### config.mk
export PLATFORM = sky130hd
export DESIGN_NAME = multicycle_addsub_flat
export DESIGN_NICKNAME = d
export VERILOG_FILES = /design/src/rtl/multicycle_addsub_if.sv /design/src/rtl/multicycle_addsub.sv /design/src/flat_wrapper.sv
export SDC_FILE = /design/constraint.sdc
export NUM_CORES = 1
export LEC_CHECK = 0
export BUFFER_PORTS_ARGS = -buffer_cell sky130_fd_sc_hd__buf_2
export CORE_ASPECT_RATIO = 0.7
export CORE_MARGIN = 1.5
export CORE_UTILIZATION = 40
export CTS_CLUSTER_SIZE = 10
export DETAILED_ROUTE_END_ITERATION = 10
export GPL_TIMING_DRIVEN = 0
export PLACE_DENSITY = 0.65
export REMOVE_ABC_BUFFERS = 1
export SLEW_MARGIN = 30
export SYNTH_ARGS = -nofsm -noshare
export SYNTH_HDL_FRONTEND = slang
export SYNTH_SLANG_ARGS = --single-unit
### constraint.sdc
create_clock -name clk -period 3.8 [get_ports clk]
set_input_delay 0.57 -clock clk [delete_from_list [all_inputs] [get_ports clk]]
set_output_delay 0.57 -clock clk [all_outputs]
set_load 0.03 [all_outputs]
### src/rtl/multicycle_addsub_if.sv
// Request/response bundle for multicycle_addsub.
//   master: requester/consumer side (in_valid, a, b, op, acc_clr, out_ready out)
//   slave : the adder block (in_ready, out_valid, s, cout, ovf, zero out)
interface multicycle_addsub_if #(
  parameter int unsigned WIDTH = 16
);
  logic             in_valid;
  logic             in_ready;
  logic [WIDTH-1:0] a;
  logic [WIDTH-1:0] b;
  logic [1:0]       op;
  logic             acc_clr;
  logic             out_valid;
  logic             out_ready;
  logic [WIDTH-1:0] s;
  logic             cout;
  logic             ovf;
  logic             zero;

  modport master (
    output in_valid, a, b, op, acc_clr, out_ready,
    input  in_ready, out_valid, s, cout, ovf, zero
  );

  modport slave (
    input  in_valid, a, b, op, acc_clr, out_ready,
    output in_ready, out_valid, s, cout, ovf, zero
  );
endinterface

### src/rtl/multicycle_addsub.sv
// Digit-serial two's-complement add/subtract with accumulator.
// A WIDTH-bit operation is processed DIGIT bits per cycle over N = WIDTH/DIGIT
// cycles. op: 00 A+B, 01 A-B, 10 ACC+B, 11 ACC-B.
// Ports:
//   clk, rst_n : clock, asynchronous active-low reset
//   bus        : slave side of multicycle_addsub_if (request in, result out)
module multicycle_addsub #(
  parameter int unsigned WIDTH = 16,
  parameter int unsigned DIGIT = 4
) (
  input  logic               clk,
  input  logic               rst_n,
  multicycle_addsub_if.slave bus
);

  localparam int unsigned N  = WIDTH / DIGIT;
  localparam int unsigned CW = (N > 1) ? $clog2(N) : 1;
  localparam int unsigned SW = DIGIT + 1;

  typedef enum logic [1:0] {
    IDLE = 2'd0,
    RUN  = 2'd1,
    DONE = 2'd2
  } state_t;

  state_t           state;
  state_t           state_nxt;
  logic [WIDTH-1:0] opa;
  logic [WIDTH-1:0] opb;
  logic [WIDTH-1:0] acc;
  logic [WIDTH-1:0] s_q;
  logic             acc_op;
  logic             carry;
  logic [CW-1:0]    cnt;
  logic             cout_q;
  logic             ovf_q;
  logic             zero_q;

  int unsigned      base_c;
  logic [DIGIT-1:0] sa_c;
  logic [DIGIT-1:0] sb_c;
  logic [SW-1:0]    sum_c;
  logic             cmsb_c;
  logic             last_c;
  logic [WIDTH-1:0] res_c;

  // State register
  always_ff @(posedge clk or negedge rst_n) begin
    if (!rst_n) state <= IDLE;
    else        state <= state_nxt;
  end

  // Next-state logic
  always_comb begin
    state_nxt = state;
    unique case (state)
      IDLE:    if (bus.in_valid)  state_nxt = RUN;
      RUN:     if (last_c)        state_nxt = DONE;
      DONE:    if (bus.out_ready) state_nxt = IDLE;
      default: state_nxt = IDLE;
    endcase
  end

  // Handshake outputs decoded from the state register
  always_comb begin
    bus.in_ready  = 1'b0;
    bus.out_valid = 1'b0;
    unique case (state)
      IDLE:    bus.in_ready  = 1'b1;
      DONE:    bus.out_valid = 1'b1;
      default: ;
    endcase
  end

  // Current slice sum; res_c is the result register with this slice merged in
  always_comb begin
    base_c = 32'(cnt) * DIGIT;
    sa_c   = opa[base_c +: DIGIT];
    sb_c   = opb[base_c +: DIGIT];
    sum_c  = SW'(sa_c) + SW'(sb_c) + SW'(carry);
    // carry into the slice MSB recovered from the MSB sum bit
    cmsb_c = sum_c[DIGIT-1] ^ sa_c[DIGIT-1] ^ sb_c[DIGIT-1];
    last_c = (cnt == CW'(N - 1));
    res_c  = s_q;
    res_c[base_c +: DIGIT] = sum_c[DIGIT-1:0];
  end

  // Operand latch, slice datapath, accumulator and status flags
  always_ff @(posedge clk or negedge rst_n) begin
    if (!rst_n) begin
      opa    <= '0;
      opb    <= '0;
      acc    <= '0;
      s_q    <= '0;
      acc_op <= 1'b0;
      carry  <= 1'b0;
      cnt    <= '0;
      cout_q <= 1'b0;
      ovf_q  <= 1'b0;
      zero_q <= 1'b0;
    end else begin
      unique case (state)
        IDLE: begin
          if (bus.acc_clr) acc <= '0;
          if (bus.in_valid) begin
            // a clear on the accept edge wins over the old accumulator value
            if (!bus.op[1])       opa <= bus.a;
            else if (bus.acc_clr) opa <= '0;
            else                  opa <= acc;
            opb    <= bus.b ^ {WIDTH{bus.op[0]}};
            carry  <= bus.op[0];
            cnt    <= '0;
            acc_op <= bus.op[1];
          end
        end
        RUN: begin
          s_q   <= res_c;
          carry <= sum_c[DIGIT];
          if (last_c) begin
            cout_q <= sum_c[DIGIT];
            ovf_q  <= cmsb_c ^ sum_c[DIGIT];
            zero_q <= (res_c == '0);
            if (acc_op) acc <= res_c;
          end else begin
            cnt <= cnt + CW'(1);
          end
        end
        default: ;
      endcase
    end
  end

  assign bus.s    = s_q;
  assign bus.cout = cout_q;
  assign bus.ovf  = ovf_q;
  assign bus.zero = zero_q;

endmodule

### src/flat_wrapper.sv
// flat-port wrapper written by rule: the top's interface ports become plain ports
module multicycle_addsub_flat 
#(
  parameter int unsigned WIDTH = 16,
  parameter int unsigned DIGIT = 4
)
  (clk, rst_n, bus_in_valid, bus_a, bus_b, bus_op, bus_acc_clr, bus_out_ready, bus_in_ready, bus_out_valid, bus_s, bus_cout, bus_ovf, bus_zero);
  multicycle_addsub_if #(.WIDTH(WIDTH)) bus_i ();
  input  logic clk;
  input  logic rst_n;
  input wire logic [$bits(bus_i.in_valid)-1:0] bus_in_valid;
  input wire logic [$bits(bus_i.a)-1:0] bus_a;
  input wire logic [$bits(bus_i.b)-1:0] bus_b;
  input wire logic [$bits(bus_i.op)-1:0] bus_op;
  input wire logic [$bits(bus_i.acc_clr)-1:0] bus_acc_clr;
  input wire logic [$bits(bus_i.out_ready)-1:0] bus_out_ready;
  output wire logic [$bits(bus_i.in_ready)-1:0] bus_in_ready;
  output wire logic [$bits(bus_i.out_valid)-1:0] bus_out_valid;
  output wire logic [$bits(bus_i.s)-1:0] bus_s;
  output wire logic [$bits(bus_i.cout)-1:0] bus_cout;
  output wire logic [$bits(bus_i.ovf)-1:0] bus_ovf;
  output wire logic [$bits(bus_i.zero)-1:0] bus_zero;
  assign bus_i.in_valid = bus_in_valid;
  assign bus_i.a = bus_a;
  assign bus_i.b = bus_b;
  assign bus_i.op = bus_op;
  assign bus_i.acc_clr = bus_acc_clr;
  assign bus_i.out_ready = bus_out_ready;
  assign bus_in_ready = bus_i.in_ready;
  assign bus_out_valid = bus_i.out_valid;
  assign bus_s = bus_i.s;
  assign bus_cout = bus_i.cout;
  assign bus_ovf = bus_i.ovf;
  assign bus_zero = bus_i.zero;
  multicycle_addsub #(.WIDTH(WIDTH), .DIGIT(DIGIT)) u_core (.clk(clk), .rst_n(rst_n), .bus(bus_i));
endmodule
# --- Word level (Yosys, flattened, before mapping) ---
# Cells that the tools add are included.
totals:
  inputBits: 39
  reg_bits: 73
  out_inout_bits: 21
  word_cells: 57
classes:
  add_sub_neg: 4
  bitwise: 4
  n_reduce_logical: 9
  mux: 17
  n_shift: 4
  n_eq_ne: 8
ops:
  columns: ["op", "count"]
  rows:
  - ["$mux 16", 4]
  - ["$neg 4->34", 1]
  - ["$shift 4x34->16 const A", 1]
  - ["$shiftx 4x34->16", 1]
  - ["$pmux 16 s2", 1]
  - ["$shiftx 16x5->4", 2]
  - ["$bwmux 16", 1]
  - ["$logic_not 16->1", 1]
  - ["$xor 16x16->16", 1]
  - ["$mux 2", 5]
  - ["$reduce_and 3->1", 3]
  - ["$ne 2x2->1 const B", 3]
  - ["$pmux 2 s3", 1]
  - ["$reduce_and 2->1", 3]
  - ["$add 4x4->5", 1]
  - ["$add 5x1->5", 1]
  - ["$eq 2x2->1 const B", 2]
  - ["$ne 2x1->1 const B", 2]
  - ["$pmux 2 s2", 1]
  - ["$mux 1", 3]
  - ["$xor 1x1->1", 3]
  - ["$add 2x1->2 const B", 1]
  - ["$eq 2x1->1 const B", 1]
  - ["$logic_not 2->1", 1]
  - ["2 further kinds", 2]

# --- Depth between registers and ports, before layout ---
logic_depth:
  ltp_word: 8
  ltp_mapped: 11
  depth_no_buf: 9

# --- Worst setup path after synthesis ---
# OpenSTA, ideal clock, no wires.
synth_path:
  kind: "register to register"
  startpoint: "register u_core.cnt[0]"
  endpoint: "register u_core.zero_q (netlist: u_core.bus.zero)"
  t_required_ps: 3667
  stages_incl_launch_ff: 12
  setup_ps: 133
  arrival_time_ps: 2848
  path_slack_ps: 819
  n_path_buf: 2
  cell_sequence: "dfrtp_1 > buf_6 > buf_2 > mux4_2 > fa_1 > inv_1 > fa_1 > nor2b_1 > nor4b_1 > nor3_1 > nand3_1 > o41ai_1"
synth_via:
  elab_chain_cells: 6
  elab_cells_between_ends: 11
synth_lines:
  columns: ["item", "line", "rtl"]
  rows:
  - ["from (decl)", "multicycle_addsub.sv:34", "logic [CW-1:0] cnt;"]
  - ["from (signal assigned)", "multicycle_addsub.sv:125", "cnt <= cnt + CW'(1);"]
  - ["$shiftx 16x5->4 (on tied branches)", "multicycle_addsub.sv:78, multicycle_addsub.sv:79", null]
  - ["$add 4x4->5", "multicycle_addsub.sv:80", "sum_c = SW'(sa_c) + SW'(sb_c) + SW'(carry);"]
  - ["$add 5x1->5", "multicycle_addsub.sv:80", null]
  - ["$shiftx 4x34->16", "multicycle_addsub.sv:85", "res_c[base_c +: DIGIT] = sum_c[DIGIT-1:0];"]
  - ["$bwmux 16", "multicycle_addsub.sv:85", null]
  - ["$logic_not 16->1", "multicycle_addsub.sv:122", "zero_q <= (res_c == '0);"]
  - ["to (signal assigned)", "multicycle_addsub.sv:122", null]
  - ["to (decl)", "multicycle_addsub.sv:37", "logic zero_q;"]
# Several ways; a longest one is shown, not always the timed one.
# A chain may end at the register's enable or synchronous reset.

# --- Worst setup path after layout ---
# Ends and elaborated chain as after synthesis.

==> impl_metrics.py <==
metrics = {
    "clock_network": {
        "cts.sink_count": 73,
        "post-cts-setup-buffers": 0,
        "clk_pin_slew_ns": 0.06,
        "cts_hold_buffers": 0,
        "clockRootBuffer": "clkbuf_16",
        "cts_tree": "done",
        "cts.path.max_buffers": 2,
        "h-tree-depth": 3,
        "cts_buffers": 9,
        "clkLatencyLatePin_ns": 0.33,
        "cts.repair.resized": 0,
    },
    "synthesis": {
        "synthesis.area_um2": 3874,
        "synthCells": 409,
        "synth-seq-area-share": 0.4716,
        "yosys_most_used_dff": "dfrtp_1",
        "ys_warn_count": 0,
        "synth.most_common_cell": "dfrtp_1",
        "yosys-top-cells-area": "dfrtp_1, a21oi_1, nor2b_1",
        "synth_top_area_share": 0.4716,
        "synth-seq-cells": 73,
        "postSynth.asyncResetShare": 1.000,
        "synth_common_cells": "dfrtp_1, a21oi_1, nor2_1",
        "synth.avg_cell_area_um2": 9.471,
        "ys_types": 38,
        "synth_edf_count": 0,
        "synth_top_cell_by_area": "dfrtp_1",
    },
    "worst_setup_path": {
        "path_cells": "mux4_2 > fa_1 > inv_1 > fa_1 > xnor2_1 > nor2b_1 > nand2_1 > o21ai_0 > o41ai_1",
        "path_common_cell": "fa_1",
        "worst_setup_path_start_kind": "flip-flop",
        "end_kind": "flip-flop",
        "crit_buf_inv": 1,
        "cpPeakStageDelay_ns": 0.72,
        "cp_top_family": "flip-flops",
        "crit_arrival_ns": 3.45,
        "cp_max_fo": 18,
        "cp.required_ns": 4.02,
        "critPathKind": "reg2reg",
        "crit_slowest_cell": "dfrtp_2",
    },
    "outcome": {
        "status": "completed",
    },
    "pwr": {
        "power.total_mw": 4.525,
        "power_density_nw_per_um2": 999.3,
        "leakagePower_nw": 2.020,
        "vdd.ir_drop.worst_mv": 0.3865,
    },
    "route": {
        "drc": 0,
        "first_pass_iters": 4,
        "viasPerCell": 5.309,
        "wirelength_um": 9626,
        "drtAntennaViolNets": 0,
        "drt_iter0_drc": 279,
        "vias": 3106,
        "wl_per_cell_um": 16.45,
    },
    "sta": {
        "clock.fmax_mhz": 309.5,
        "setup_tns_ns": 0,
        "rsz0062_at_grt": "false",
        "finalCritPeriodShare": 0.8504,
        "period_minus_slack_ns": 3.231,
        "hold_violations": 0,
        "tightest_slew_ns": 0.7848,
        "maxSlewHeadroom": 0.4768,
        "drv_slew": 0,
        "finClkSkew_ns": 0.006950,
        "final-setup-viol-count": 0,
    },
    "floorplan": {
        "die_w_um": 120.6,
        "io_pins": 60,
        "design.die.area_um2": 10290,
        "initial_core_util": 0.4203,
        "dieHeight_um": 85.34,
        "fp-row-count": 29,
        "fp.coreArea_um2": 9216,
    },
    "global_routing": {
        "grt_max_degree": 68,
        "grt_overflow": 0,
        "grt_pass1_vias": 2953,
        "grt_usage": 0.2016,
        "grt_pass1_wl_um": 15810,
        "antenna_found_initial": 0,
    },
    "worst_hold_path": {
        "hold_class": "in2async",
    },
    "job": {
        "max-cap-violations": 0,
    },
    "layout": {
        "n_fill_cell": 899,
        "num_antenna_cells": 0,
        "nets": 506,
        "layout-drive-gt1-share": 0.2061,
        "area_delta_synth_final_pct": 16.89,
    },
    "placement": {
        "dpl.hpwl_um": 6785,
        "port-buffer-count": 59,
        "gp_congestion": 0.8442,
    },
}
## layout by cell type (no fill, tap or decap), types with 3 or more instances in the layout
| master | instances |
|---|---|
| dfrtp_1 | 72 |
| a21oi_1 | 61 |
| buf_2 | 58 |
| nor2_1 | 44 |
| nor2b_1 | 30 |
| o21ai_0 | 28 |
| nand2_1 | 27 |
| xnor2_1 | 17 |
| inv_1 | 14 |
| nand3_1 | 10 |
| ha_1 | 9 |
| clkbuf_16 | 9 |
| mux4_2 | 8 |
| nor3_1 | 7 |
| mux2_2 | 6 |
| nand2b_1 | 5 |
| and3_1 | 5 |
| o22ai_1 | 5 |
| a22o_1 | 5 |
| a31oi_1 | 4 |
| a21o_1 | 3 |
| a31o_2 | 3 |
| clkinv_2 | 3 |
## routing by layer
metal	routed length [um]	vias to the layer above	share of wire	GRT usage
met2	3967	109	0.41	0.2758
met3	664	6	0.069	0.05242
met4	75	0	0.0078	0.05134
met1	4918	1475	0.51	0.3138
li1	-	1516	-	-
met5	0	-	0	0
## through the flow
step,utilization,setup slack (ns),hold WS (ns),cell area [um2],cells
global route,0.4913,0.3972,0.2746,4528,585
CTS,0.4912,0.2467,0.2509,4527,585
floorplan,-,0.7799,0.2744,3771,385
global placement,0.4581,0.3313,0.4756,4222,568
finish,0.4913,0.5687,0.2296,4528,585
detailed placement,0.4613,0.2803,0.4781,4252,569
## cell families (layout without fill, tap and decap cells)
logic type,count (synthesis),after routing,synth area share
flip-flops,73,73,0.4716
buffers and inverters,38,90,0.04005
multiplexers,16,16,0.06912
XOR/XNOR,17,17,0.03844
adder cells (fa/ha/maj),11,11,0.03941
AND/OR/NAND/NOR,138,138,0.1728
AO/OA/AOI/OAI,116,116,0.1686
## final cells by class
| cell class | instances | area (um2) | area share |
|---|---|---|---|
| flip-flops and latches | 73 | 1828 | 0.4037 |
| clock inverters | 3 | 15.01 | 0.003316 |
| repair buffers | 60 | 317.8 | 0.07019 |
| clock buffers | 13 | 260.3 | 0.05747 |
| inverters | 14 | 52.55 | 0.01161 |
| well taps | 124 | 155.1 | 0.03426 |
| multi-input cells | 298 | 1899 | 0.4195 |
## sequential cells by signal, indices dropped and copies added, names as in the netlist
| register | flops |
|---|---|
| u_core.opa | 16 |
| u_core.state | 2 |
| u_core.acc_op | 1 |
| u_core.bus.cout | 1 |
| u_core.bus.zero | 1 |
| u_core.carry | 1 |
| u_core.bus.s | 16 |
| u_core.opb | 16 |
| u_core.acc | 16 |
| u_core.bus.ovf | 1 |
| u_core.cnt | 2 |
## report_power, final
group / internal, mW / switching, mW / total, mW
Clock: 0.474 / 0.314 / 0.789
Sequential: 1.08 / 0.276 / 1.36
Combinational: 0.906 / 1.47 / 2.38
Total: 2.46 / 2.06 / 4.52
## worst paths after layout
check	from	endpoint	slack, ns	cells past startpoint
min in group clk	bus_out_ready	u_core.state[1]$_DFFE_PN0P_	0.45	2
worst min-delay path	rst_n	u_core.opa[15]$_DFFE_PN0P_	0.23	1
max in group asynchronous	rst_n	u_core.opa[0]$_DFFE_PN0P_	3.00	2
worst max register to register	u_core.cnt[0]$_DFFE_PN0P_	u_core.bus.zero$_DFFE_PN0P_	0.57	9
worst min register to register	u_core.acc[4]$_DFFE_PN0P_	u_core.acc[4]$_DFFE_PN0P_	0.49	2
worst max-delay path	u_core.cnt[0]$_DFFE_PN0P_	u_core.bus.zero$_DFFE_PN0P_	0.57	9
No activity file was read; power rests on OpenSTA's default activity.
